### config.mk
export PLATFORM = sky130hd
export DESIGN_NAME = seg_scan_multi
export DESIGN_NICKNAME = d
export VERILOG_FILES = /design/src/rtl/seg_pkg.sv /design/src/rtl/seg_bin2bcd.sv /design/src/rtl/seg_scan_multi.sv
export SDC_FILE = /design/constraint.sdc
export NUM_CORES = 1
export LEC_CHECK = 0
export CAP_MARGIN = 20
export CORE_MARGIN = 3
export CORE_UTILIZATION = 58
export DETAILED_ROUTE_END_ITERATION = 12
export PLACE_DENSITY = 0.8
export SETUP_SLACK_MARGIN = 0.5
export SYNTH_ARGS = -nofsm -noshare
export SYNTH_HDL_FRONTEND = slang
export SYNTH_SLANG_ARGS = --single-unit
### constraint.sdc
create_clock -name iCLK -period 4.5 [get_ports iCLK]
set_input_delay 0.45 -clock iCLK [delete_from_list [all_inputs] [get_ports iCLK]]
set_output_delay 0.45 -clock iCLK [all_outputs]
set_load 0.02 [all_outputs]
### src/rtl/seg_pkg.sv
// Shared types and glyph helpers for the multiplexed 7-segment scan driver.
// Glyphs are active-high, ordered g..a in bits 6..0.
package seg_pkg;

  typedef enum logic [1:0] {
    ST_IDLE   = 2'd0,
    ST_SHIFT  = 2'd1,
    ST_COMMIT = 2'd2
  } convState_t;

  localparam logic [6:0] SEG_BLANK = 7'h00;
  localparam logic [6:0] SEG_DASH  = 7'h40;

  function automatic logic [6:0] seg_encode(input logic [3:0] nibble);
    case (nibble)
      4'h0:    seg_encode = 7'h3F;
      4'h1:    seg_encode = 7'h06;
      4'h2:    seg_encode = 7'h5B;
      4'h3:    seg_encode = 7'h4F;
      4'h4:    seg_encode = 7'h66;
      4'h5:    seg_encode = 7'h6D;
      4'h6:    seg_encode = 7'h7D;
      4'h7:    seg_encode = 7'h07;
      4'h8:    seg_encode = 7'h7F;
      4'h9:    seg_encode = 7'h6F;
      4'hA:    seg_encode = 7'h77;
      4'hB:    seg_encode = 7'h7C;
      4'hC:    seg_encode = 7'h39;
      4'hD:    seg_encode = 7'h5E;
      4'hE:    seg_encode = 7'h79;
      4'hF:    seg_encode = 7'h71;
      default: seg_encode = SEG_BLANK;
    endcase
  endfunction

endpackage

### src/rtl/seg_bin2bcd.sv
// Sequential double-dabble binary-to-BCD converter: one shift per cycle for
// NUM_W cycles, then a single COMMIT cycle where oDone flags a valid oBcd.
module seg_bin2bcd
  import seg_pkg::*;
#(
  parameter int NUM_W = 24,
  parameter int BCD_W = 24
) (
  input  logic             iCLK,
  input  logic             iRST_N,
  input  logic             iStart,
  input  logic [NUM_W-1:0] iBin,
  output logic [BCD_W-1:0] oBcd,
  output logic             oBusy,
  output logic             oDone
);

  localparam int CW = $clog2(NUM_W);

  convState_t       state_r, state_s;
  logic [NUM_W-1:0] bin_r;
  logic [BCD_W-1:0] bcd_r, adj_s;
  logic [CW-1:0]    cnt_r;
  logic             busy_r, done_r;

  // next-state decode
  always_comb begin
    state_s = state_r;
    case (state_r)
      ST_IDLE:   if (iStart) state_s = ST_SHIFT; else state_s = ST_IDLE;
      ST_SHIFT:  if (cnt_r == CW'(NUM_W - 1)) state_s = ST_COMMIT; else state_s = ST_SHIFT;
      ST_COMMIT: state_s = ST_IDLE;
      default:   state_s = ST_IDLE;
    endcase
  end

  // add-3 correction on every BCD nibble of 5 or more
  always_comb begin
    adj_s = bcd_r;
    for (int i = 0; i < BCD_W / 4; i++) begin
      if (bcd_r[4*i +: 4] >= 4'd5) adj_s[4*i +: 4] = bcd_r[4*i +: 4] + 4'd3;
      else                         adj_s[4*i +: 4] = bcd_r[4*i +: 4];
    end
  end

  // state, datapath and registered status flags
  always_ff @(posedge iCLK or negedge iRST_N) begin
    if (!iRST_N) begin
      state_r <= ST_IDLE;
      bin_r   <= '0;
      bcd_r   <= '0;
      cnt_r   <= '0;
      busy_r  <= 1'b0;
      done_r  <= 1'b0;
    end else begin
      state_r <= state_s;
      busy_r  <= (state_s != ST_IDLE);
      done_r  <= (state_s == ST_COMMIT);
      if (state_r == ST_IDLE && iStart) begin
        bin_r <= iBin;
        bcd_r <= '0;
        cnt_r <= '0;
      end else if (state_r == ST_SHIFT) begin
        bcd_r <= {adj_s[BCD_W-2:0], bin_r[NUM_W-1]};
        bin_r <= {bin_r[NUM_W-2:0], 1'b0};
        cnt_r <= cnt_r + CW'(1);
      end else begin
        bcd_r <= bcd_r;
      end
    end
  end

  assign oBcd  = bcd_r;
  assign oBusy = busy_r;
  assign oDone = done_r;

endmodule

### src/rtl/seg_scan_multi.sv
// Common-anode multiplexed 7-segment scan driver with hex/decimal display,
// leading-zero blanking, per-digit decimal points and per-digit blink.
module seg_scan_multi
  import seg_pkg::*;
#(
  parameter int DIGITS       = 6,
  parameter int NUM_W        = 24,
  parameter int SCAN_DIV     = 65536,
  parameter int BLINK_ROUNDS = 64
) (
  input  logic              iCLK,
  input  logic              iRST_N,
  input  logic [NUM_W-1:0]  iNum,
  input  logic              iIsHex,
  input  logic              iLoad,
  input  logic              iLzb,
  input  logic [DIGITS-1:0] iDp,
  input  logic [DIGITS-1:0] iBlink,
  output logic [7:0]        oSeg,
  output logic [DIGITS-1:0] oSel,
  output logic              oBusy
);

  localparam int BCD_W = 4 * DIGITS;
  localparam int CNT_W = (SCAN_DIV > 1) ? $clog2(SCAN_DIV) : 1;
  localparam int IDX_W = (DIGITS > 1) ? $clog2(DIGITS) : 1;
  localparam int BLK_W = $clog2(BLINK_ROUNDS + 1);
  localparam int unsigned OVF_LIM = 10 ** DIGITS;

  logic [CNT_W-1:0]  scanCnt_r;
  logic [IDX_W-1:0]  digIdx_r, nextIdx_s;
  logic [BLK_W-1:0]  blinkCnt_r;
  logic              blinkPh_r, nextPh_s, scanTc_s, wrap_s;
  logic [BCD_W-1:0]  disp_r, bcd_s;
  logic              ovf_r, lzb_r, convBusy_s, convDone_s, hexLoad_s, start_s;
  logic [DIGITS-1:0] lead_s, sel_s;
  logic [3:0]        nib_s;
  logic [7:0]        seg_s;
  logic              run_s;

  assign hexLoad_s = iLoad & iIsHex & ~convBusy_s;
  assign start_s   = iLoad & ~iIsHex & ~convBusy_s;
  assign oBusy     = convBusy_s;

  seg_bin2bcd #(.NUM_W(NUM_W), .BCD_W(BCD_W)) uConv (
    .iCLK  (iCLK),
    .iRST_N(iRST_N),
    .iStart(start_s),
    .iBin  (iNum),
    .oBcd  (bcd_s),
    .oBusy (convBusy_s),
    .oDone (convDone_s)
  );

  // scan/blink next-state; outputs are built from the post-edge index and phase
  always_comb begin
    scanTc_s = (scanCnt_r == CNT_W'(SCAN_DIV - 1));
    wrap_s   = scanTc_s && (digIdx_r == IDX_W'(DIGITS - 1));
    if (wrap_s)        nextIdx_s = '0;
    else if (scanTc_s) nextIdx_s = digIdx_r + IDX_W'(1);
    else               nextIdx_s = digIdx_r;
    if (wrap_s && blinkCnt_r == BLK_W'(BLINK_ROUNDS - 1)) nextPh_s = ~blinkPh_r;
    else                                                  nextPh_s = blinkPh_r;
  end

  // scan counter, digit index and blink timing
  always_ff @(posedge iCLK or negedge iRST_N) begin
    if (!iRST_N) begin
      scanCnt_r  <= '0;
      digIdx_r   <= '0;
      blinkCnt_r <= '0;
      blinkPh_r  <= 1'b0;
    end else begin
      scanCnt_r <= scanTc_s ? '0 : scanCnt_r + CNT_W'(1);
      digIdx_r  <= nextIdx_s;
      blinkPh_r <= nextPh_s;
      if (wrap_s && blinkCnt_r == BLK_W'(BLINK_ROUNDS - 1)) blinkCnt_r <= '0;
      else if (wrap_s)                                      blinkCnt_r <= blinkCnt_r + BLK_W'(1);
      else                                                  blinkCnt_r <= blinkCnt_r;
    end
  end

  // display register: hex loads land immediately, decimal at converter commit
  always_ff @(posedge iCLK or negedge iRST_N) begin
    if (!iRST_N) begin
      disp_r <= '0;
      ovf_r  <= 1'b0;
      lzb_r  <= 1'b0;
    end else if (hexLoad_s) begin
      disp_r <= BCD_W'(iNum);
      ovf_r  <= 1'b0;
      lzb_r  <= iLzb;
    end else if (start_s) begin
      ovf_r  <= (32'(iNum) >= OVF_LIM);
      lzb_r  <= iLzb;
    end else if (convDone_s) begin
      disp_r <= bcd_s;
    end else begin
      disp_r <= disp_r;
    end
  end

  // glyph selection: blink beats dash, dash beats blanking, blanking beats glyph
  always_comb begin
    run_s = 1'b1;
    for (int i = DIGITS - 1; i >= 0; i--) begin
      run_s     = run_s & (disp_r[4*i +: 4] == 4'h0);
      lead_s[i] = run_s;
    end
    nib_s = disp_r[{nextIdx_s, 2'b00} +: 4];
    sel_s = ~(DIGITS'(1) << nextIdx_s);
    if (nextPh_s && iBlink[nextIdx_s])
      seg_s = 8'hFF;
    else if (ovf_r)
      seg_s = ~{iDp[nextIdx_s], SEG_DASH};
    else if (lzb_r && lead_s[nextIdx_s] && nextIdx_s != IDX_W'(0))
      seg_s = ~{iDp[nextIdx_s], SEG_BLANK};
    else
      seg_s = ~{iDp[nextIdx_s], seg_encode(nib_s)};
  end

  // registered pin drivers
  always_ff @(posedge iCLK or negedge iRST_N) begin
    if (!iRST_N) begin
      oSeg <= 8'hFF;
      oSel <= '1;
    end else begin
      oSeg <= seg_s;
      oSel <= sel_s;
    end
  end

endmodule

==> results.json, run 1 <==
{
  "outcome": "finished, final reports clean",
  "ios": 56,
  "synth_area_per_cell_sq_um": 9.696,
  "dp_hpwl_um": 10380,
  "yosysUniqueCellTypes": 70,
  "crit_top_cell": "ha_1",
  "antenna-diode-count": 0,
  "die_w_um": 111.9,
  "rows": 38,
  "vias": 5260,
  "finalHoldViolations": 0,
  "crit_type": "reg -> reg",
  "grt_use_total": 0.2548,
  "die_h_um": 111.9,
  "maxClockFrequency_ghz": 0.2721,
  "syn2layout_area_growth_pct": 19.52,
  "finish.utilization": 0.7142,
  "postRouteAntennaNets": 0,
  "clock_sinks": 124,
  "cts-buffers-inserted": 17,
  "drtIter0Drc": 408,
  "crit_path_start_kind": "register",
  "total_power_mw": 4.663,
  "rsz0062_at_grt": "false",
  "cp_top_family": "simple AND/OR/NAND/NOR gates",
  "synthCells": 671,
  "setup_ws_ns": 0.8246,
  "start_util": 0.5976,
  "yosys.area.top_type_share": 0.4231,
  "skew_ns": 0.006187,
  "post_synth_most_frequent_cells": "nand2_1 (144), dfrtp_1 (110), a22oi_1 (46)",
  "critPathMaxStageDelay_ns": 0.68,
  "synth_warnings": 0,
  "routed_via_density": 5.977,
  "slowest_stage": "or4_4",
  "synth_edf_count": 0,
  "power_per_cell_area_nw_per_um2": 599.6,
  "path_cells": "ha_1 -> nand4_4 -> or4_4 -> o21ai_2 -> and2_4 -> inv_2 -> nand2_1 -> a2bb2oi_2 -> inv_1 -> ha_1 -> or4_1 -> o31ai_1 -> a2bb2oi_1",
  "post-route-period-util": 0.8168,
  "grt_max_degree": 56,
  "wirelength_um": 15140,
  "nets": 792,
  "clk_latency_ns": 0.53,
  "synth_top_cell_by_area": "dfrtp_1",
  "setup_violations": 0,
  "cp.required_ns": 4.95,
  "synth-seq-cells": 124,
  "yosysMostFrequentCell": "nand2_1",
  "crit_path_end_kind": "register",
  "path_max_fanout": 13,
  "p_leak_nw": 3.627,
  "synth_area_sq_um": 6506,
  "ctsLongestPathBuffers": 2,
  "drive_gt1_frac": 0.1162,
  "final.setup.tns_ns": 0,
  "synth_flop_cell": "dfrtp_1",
  "h-tree-depth": 4,
  "grt_pass1_wl_um": 25560,
  "syn_nets": 735,
  "wl_per_cell_um": 17.21,
  "hold_path_class": "in -> async",
  "synth_area_leaders": "dfrtp_1 (42%), nand2_1 (8.3%), dfstp_2 (5.7%)",
  "die-area_sq_um": 12530,
  "core_area_sq_um": 10890,
  "tightestPinTransition_ns": 0.6924,
  "synth_seq_area_share": 0.4796,
  "min_period_ns": 3.675,
  "cap_viol_max_count": 0,
  "drt_first_pass_iters": 8,
  "gp_congestion": 0.8640,
  "cp.arrival_ns": 4.12,
  "overflow": 0,
  "cts-root-buf": "clkbuf_8",
  "critical_path_buf_inv_count": 2,
  "dp_slack_ns": 0.5975,
  "relSlewSlack": 0.5384,
  "antenna_found_initial": 0,
  "slew_violations": 0,
  "drc": 0,
  "vdd_drop_max_v": 0.0003485,
  "async_reset_ff_frac": 1.000,
  "clkTransAtPathRegs_ns": 0.06,
  "port_buffers": 55,
  "first_global_vias": 5197,
  "nFillCells": 789,
  "cts_tree": "built"
}
## state kept, by name (all words and copies together), names as in the netlist
signal and cells:
blinkCnt_r 7, blinkPh_r 1, digIdx_r 3, disp_r 24, lzb_r 1, oSeg 8, oSel 6, ovf_r 1
scanCnt_r 16, uConv.bin_r 24, uConv.cnt_r 5, uConv.oBcd 24, uConv.oBusy 1, uConv.oDone 1, uConv.state_r 2
## routing by layer
layer	routed length, um	track usage	up-vias
li1	-	-	2510
met4	211	0.08029	0
met3	687	0.05978	18
met1	6554	0.3319	2585
met2	7689	0.4245	147
met5	0	0	-
## through the flow
step	hold WS (ns)	std cells	area, sq um
4_1_cts	0.4241	878	7750
2_1_floorplan	0.1544	671	6506
5_1_grt	0.4448	880	7776
6_report	0.4223	880	7776
3_3_place_gp	0.4303	846	7187
3_5_place_dp	0.4473	846	7187
## placed cells by master, fill, tap and decap left out, drive strengths merged, types with 23 or more instances in the layout
cell / Yosys / routed
clkdlybuf4s50: 0 / 54
clkbuf: 25 / 24
nor2: 29 / 29
nand2: 144 / 144
nand3: 27 / 27
a21oi: 24 / 24
inv: 24 / 25
o21ai: 34 / 34
dfrtp: 110 / 110
a22oi: 46 / 46
ha: 23 / 23
## cell families (layout without fill, tap and decap cells)
group / Yosys count / in the layout / share of synthesized area
adder cells (fa/ha/maj): 23 / 23 / 0.04423
XOR/XNOR: 30 / 30 / 0.04038
buffers and inverters: 57 / 126 / 0.03615
AND/OR/NAND/NOR: 261 / 261 / 0.1944
flip-flops: 124 / 124 / 0.4796
multiplexers: 24 / 24 / 0.03808
AO/OA/AOI/OAI: 152 / 152 / 0.1671
## final timing paths
check                                    start             end  slack (ns)  cells after the start
worst max-delay path              scanCnt_r[0]         oSeg[0]        0.82                     13
max in group asynchronous               iRST_N      disp_r[11]        2.99                      3
worst max register to register    scanCnt_r[0]         oSeg[0]        0.82                     13
worst min register to register  uConv.bin_r[6]  uConv.bin_r[6]        0.47                      2
worst min-delay path                    iRST_N    scanCnt_r[8]        0.42                      2
min in group iCLK               uConv.bin_r[6]  uConv.bin_r[6]        0.47                      2
## power by group
part / total [mW] / internal [mW] / switching [mW]
sequential: 1.83 / 1.50 / 0.327
combinational: 1.56 / 0.669 / 0.895
clock: 1.27 / 0.797 / 0.471
## final cells by class
cell class | count | area [sq um] | area share
flip-flops and latches | 124 | 3120 | 0.4013
multi-input cells | 490 | 3171 | 0.4077
well taps | 140 | 175.2 | 0.02253
clock buffers | 24 | 490.5 | 0.06307
clock inverters | 7 | 62.56 | 0.008045
repair buffers | 70 | 663.1 | 0.08528
inverters | 25 | 93.84 | 0.01207
## what timing repair did
item | CTS | global route
buffers inserted | 0 | 2
gates resized for setup | 0 | 4
setup endpoints to repair | 0 | 1
hold endpoints to repair | 21 | 0
hold buffers | 1 | 0
Note: power is estimated with default switching activity, not from simulation.
==> run 2: changes to the inputs <==
Clock period 4.5 ns to 3.75 ns, I/O delays scaled along.
==> run 2 against run 1 <==
Non-clock buffer count up 13. Sequential power increased by 20%. Die area did not move. Clock-buffer cell count shrank 4. Combinational power increased by 24%. Worst setup slack got worse by 0.28 ns. Critical endpoint unchanged. Largest power group unchanged.
==> results.json, run 2 (synthesis results as in run 1) <==
{
  "slew_violations": 0,
  "tightestPinTransition_ns": 0.8669,
  "critPathMaxStageDelay_ns": 0.43,
  "critical_path_buf_inv_count": 2,
  "vdd_drop_max_v": 0.0004984,
  "hold_path_class": "in -> reg",
  "antenna-diode-count": 0,
  "drt_first_pass_iters": 5,
  "overflow": 0,
  "total_power_mw": 5.837,
  "routed_via_density": 6.074,
  "wl_per_cell_um": 17.90,
  "post-route-period-util": 0.8538,
  "drc": 0,
  "die_h_um": 111.9,
  "h-tree-depth": 4,
  "path_max_fanout": 5,
  "cp.arrival_ns": 3.64,
  "clock_sinks": 124,
  "ios": 56,
  "gp_congestion": 0.8603,
  "drive_gt1_frac": 0.1419,
  "crit_path_end_kind": "register",
  "rows": 38,
  "ctsLongestPathBuffers": 2,
  "r2r-start": "scanCnt_r[5]",
  "final.setup.tns_ns": 0,
  "rsz0062_at_grt": "false",
  "slowest_stage": "dfrtp_1",
  "cp.required_ns": 4.19,
  "maxClockFrequency_ghz": 0.3123,
  "placed_area_sq_um": 7242,
  "gr-max-usage-layer": "met2",
  "fin_area_sq_um": 8016,
  "min-delay-start": "iNum[0]",
  "cts-root-buf": "clkbuf_8",
  "syn2layout_area_growth_pct": 23.21,
  "hold_ws_ns": 0.4545,
  "port_buffers": 55,
  "drtIter0Drc": 407,
  "path_cells": "nand4_2 -> nor4_4 -> mux2i_4 -> buf_4 -> mux2i_1 -> nor3_1 -> nor3_2 -> inv_1 -> ha_2 -> or4_1 -> o31ai_1 -> a2bb2oi_1",
  "final_cell_mix": "nand2_1 (144), dfrtp_1 (108), clkdlybuf4s50_1 (54)",
  "use_met2": 0.4540,
  "p_leak_nw": 3.722,
  "antenna_found_initial": 0,
  "crit_path_start_kind": "register",
  "use_met3": 0.05435,
  "outcome": "finished, final reports clean",
  "cp_top_family": "simple AND/OR/NAND/NOR gates",
  "first_global_vias": 5523,
  "finalHoldViolations": 0,
  "die-area_sq_um": 12530,
  "relSlewSlack": 0.4221,
  "final_common_cell": "nand2_1",
  "crit_type": "reg -> reg",
  "power_per_cell_area_nw_per_um2": 728.2,
  "cts-buffers-inserted": 17,
  "core_area_sq_um": 10890,
  "vias": 5430,
  "clkTransAtPathRegs_ns": 0.06,
  "cap_viol_max_count": 0,
  "cts_tree": "built",
  "skew_ns": 0.007660,
  "clk_latency_ns": 0.53,
  "wirelength_um": 16010,
  "grt_pass1_wl_um": 26860,
  "nets": 805,
  "min_period_ns": 3.202,
  "dp_hpwl_um": 10660,
  "gr-usage-met1": 0.3277,
  "critical_path.startpoint": "scanCnt_r[5]",
  "die_w_um": 111.9,
  "start_util": 0.5976,
  "postRouteAntennaNets": 0,
  "grt_use_total": 0.2666,
  "grt_max_degree": 68,
  "setup_violations": 0
}
## run 2: routing by layer
layer	up-vias	part of all wire
li1	2529	-
met2	191	0.51
met4	0	0.026
met1	2669	0.42
met5	-	0
met3	41	0.048
## run 2: what timing repair did
action	in CTS	in global routing
hold endpoints to repair	61	0
setup endpoints to repair	3	4
gates cloned	0	0
gates resized for setup	3	7
hold buffers	1	0
pin swaps	2	5
buffers inserted	6	6
## run 2: layout make-up
class / count / area (sq um)
flip-flops and latches: 124 / 3123
fillers: 746 / 2872
well taps: 140 / 175.2
inverters: 25 / 97.59
clock buffers: 20 / 455.4
repair buffers: 83 / 780.7
clock inverters: 12 / 167.7
multi-input cells: 490 / 3217
## run 2: power breakdown
group          switching (mW)  internal, mW
Combinational            1.12         0.820
Sequential              0.386          1.81
Clock                   0.584          1.13
## run 2: worst register-to-register path, stage by stage, from the launching register on
cell and delay, ns:
dfrtp_1 0.43, nand4_2 0.21, nor4_4 0.40, mux2i_4 0.38, buf_4 0.16, mux2i_1 0.23
nor3_1 0.12, nor3_2 0.26, inv_1 0.11, ha_2 0.22, or4_1 0.40, o31ai_1 0.09
a2bb2oi_1 0.10
## run 2: worst paths after layout
path                                        to  slack (ns)  cells after the start
worst max-delay path                   oSeg[0]        0.55                     12
worst min-delay path            uConv.bin_r[0]        0.45                      3
worst max register to register         oSeg[0]        0.55                     12
worst min register to register  uConv.bin_r[2]        0.47                      2
max in group asynchronous              oSeg[4]        2.29                      3
min in group asynchronous         scanCnt_r[0]        0.49                      2
## run 2: stage by stage
stage               setup slack, ns  utilization  cells
floorplan                    0.4806            -    671
global placement             0.5641       0.6651    849
detailed placement           0.4176       0.6651    849
CTS                          0.5008       0.7299    888
global route                 0.4360       0.7363    894
finish                       0.5484       0.7363    894
==> run 3: changes to the inputs <==
Settings changed: CORE_ASPECT_RATIO from default to 1.75, CORE_MARGIN 3 to 2, RECOVER_POWER from default to 100.
==> run 3 against run 2 <==
Final area fell by 0.73%. Hold slack worse by 0.14 ns. Clock power increased by 6%. Sequential power hardly changed. Wire length grew 1.5%. Highest routed layer unchanged. The flow now finishes with violations (capacitance limit, slew limit). Global-route usage rose by 1.1 points. Worst setup slack got worse by 0.16 ns. Core utilization is 1.5 points lower. Total power grew 2.0%. Clock skew hardly changed. First-iteration DRC count decreased by 26%. Register-to-register slack lost 0.16 ns.
==> results.json, run 3 (synthesis results as in run 1) <==
{
  "violations": "capacitance limit, slew limit",
  "cp.arrival_ns": 3.71,
  "overflow": 0,
  "vdd_drop_max_v": 0.0005266,
  "tightestPinTransition_ns": 1.830,
  "die_h_um": 144.1,
  "crit_type": "reg -> reg",
  "antenna-diode-count": 0,
  "crit_path_end_kind": "register",
  "outcome": "complete, but fails checks",
  "drive_gt1_frac": 0.1232,
  "slew_violations": 173,
  "gp_congestion": 0.9084,
  "wirelength_um": 16240,
  "fin_area_sq_um": 7958,
  "maxClockFrequency_ghz": 0.2973,
  "dp_hpwl_um": 10910,
  "hold_path_class": "in -> async",
  "multi_input_area_sq_um": 3174,
  "cts-buffers-inserted": 17,
  "clkTransAtPathRegs_ns": 0.06,
  "setup_ws_ns": 0.3859,
  "die_w_um": 84.07,
  "nets": 806,
  "syn2layout_area_growth_pct": 22.31,
  "port_buffers": 55,
  "p_leak_nw": 3.698,
  "min_period_ns": 3.364,
  "routed_via_density": 6.163,
  "clk_latency_ns": 0.42,
  "rsz0062_at_grt": "false",
  "cp.required_ns": 4.10,
  "cts-root-buf": "clkbuf_16",
  "crit_path_start_kind": "register",
  "register_area_sq_um": 3120,
  "wl_per_cell_um": 18.31,
  "drtIter0Drc": 301,
  "final_cell_mix": "nand2_1 (144), dfrtp_1 (110), a22oi_1 (46)",
  "drt_first_pass_iters": 5,
  "postRouteAntennaNets": 0,
  "grt_use_total": 0.2773,
  "ios": 56,
  "die-area_sq_um": 12110,
  "ctsLongestPathBuffers": 2,
  "power_per_cell_area_nw_per_um2": 748.3,
  "finalHoldViolations": 0,
  "path_max_fanout": 12,
  "start_util": 0.5894,
  "h-tree-depth": 4,
  "cap_viol_max_count": 4,
  "grt_pass1_wl_um": 26610,
  "relSlewSlack": -0.2202,
  "drc": 0,
  "rows": 51,
  "grt_max_degree": 64,
  "setup_violations": 0,
  "dp_slack_ns": 0.3967,
  "finish.utilization": 0.7208,
  "antenna_found_initial": 0,
  "skew_ns": 0.007254,
  "placed_area_sq_um": 7237,
  "first_global_vias": 5608,
  "nFillCells": 789,
  "core_area_sq_um": 11040,
  "final.setup.tns_ns": 0,
  "postCtsHoldBufs": 0,
  "clock_sinks": 124,
  "vias": 5467,
  "hold_ws_ns": 0.3133,
  "final_common_cell": "nand2_1",
  "cts_tree": "built",
  "post-route-period-util": 0.8971
}
run 3: cell types whose count changed in the layout (fill, tap and decap cells not counted), moves of 3 or more:
| cell | change |
|---|---|
| clkdlybuf4s50_1 | -16 |
| dlygate4sd3_1 | +15 |
| buf_4 | -8 |
| clkbuf_1 | +7 |
| clkinv_2 | -4 |
| clkinv_4 | +4 |
| clkbuf_8 | -3 |
run 3: per-layer routing:
metal / wire, um / track usage
met3: 784 / 0.05651
met5: 0 / 0
met2: 8854 / 0.4992
met1: 5961 / 0.2991
met4: 644 / 0.1604
run 3: where the power goes:
part | internal, mW | switching (mW) | total (mW)
logic | 0.816 | 1.14 | 1.95
registers | 1.81 | 0.386 | 2.19
clock network | 1.20 | 0.614 | 1.81
total | 3.82 | 2.14 | 5.95
run 3: final timing paths:
kind / cells past startpoint / start / slack [ns] / end
worst max register to register: 13 / scanCnt_r[0] / 0.39 / oSeg[3]
worst max-delay path: 13 / scanCnt_r[0] / 0.39 / oSeg[3]
min in group iCLK: 2 / uConv.bin_r[10] / 0.47 / uConv.bin_r[10]
worst min-delay path: 1 / iRST_N / 0.31 / scanCnt_r[10]
max in group asynchronous: 2 / iRST_N / 1.19 / uConv.oDone
worst min register to register: 2 / uConv.bin_r[10] / 0.47 / uConv.bin_r[10]
run 3: what timing repair did:
action,in CTS,in global routing
pin swaps,2,7
buffers inserted,4,11
endpoints found under the setup margin,1,5
hold endpoints to repair,0,0
gates resized for setup,2,8
run 3: final cells by class:
| cell class | instances | share of cell area |
|---|---|---|
| Clock inverter | 14 | 0.02736 |
| Inverter | 25 | 0.01195 |
| Clock buffer | 18 | 0.05519 |
| Tap cell | 132 | 0.02075 |
| Multi-Input combinational cell | 490 | 0.3989 |
| Timing Repair Buffer | 84 | 0.09371 |
| Sequential cell | 124 | 0.3921 |
run 3: stage by stage:
step	power, mW	std cells
2_1_floorplan	3.461	671
3_3_place_gp	3.954	840
3_5_place_dp	4.064	840
4_1_cts	5.927	876
5_1_grt	6.308	887
6_report	5.955	887
run 3: worst max-delay path, stage by stage (launching register included):
cell	delay, ns
dfrtp_1	0.36
ha_1	0.27
nand4_4	0.18
or4_1	0.61
o21ai_2	0.18
and2_0	0.20
inv_1	0.21
nor3_1	0.35
nor3_2	0.10
buf_4	0.17
ha_1	0.28
nand2_1	0.08
o21ai_0	0.11
o211ai_1	0.18
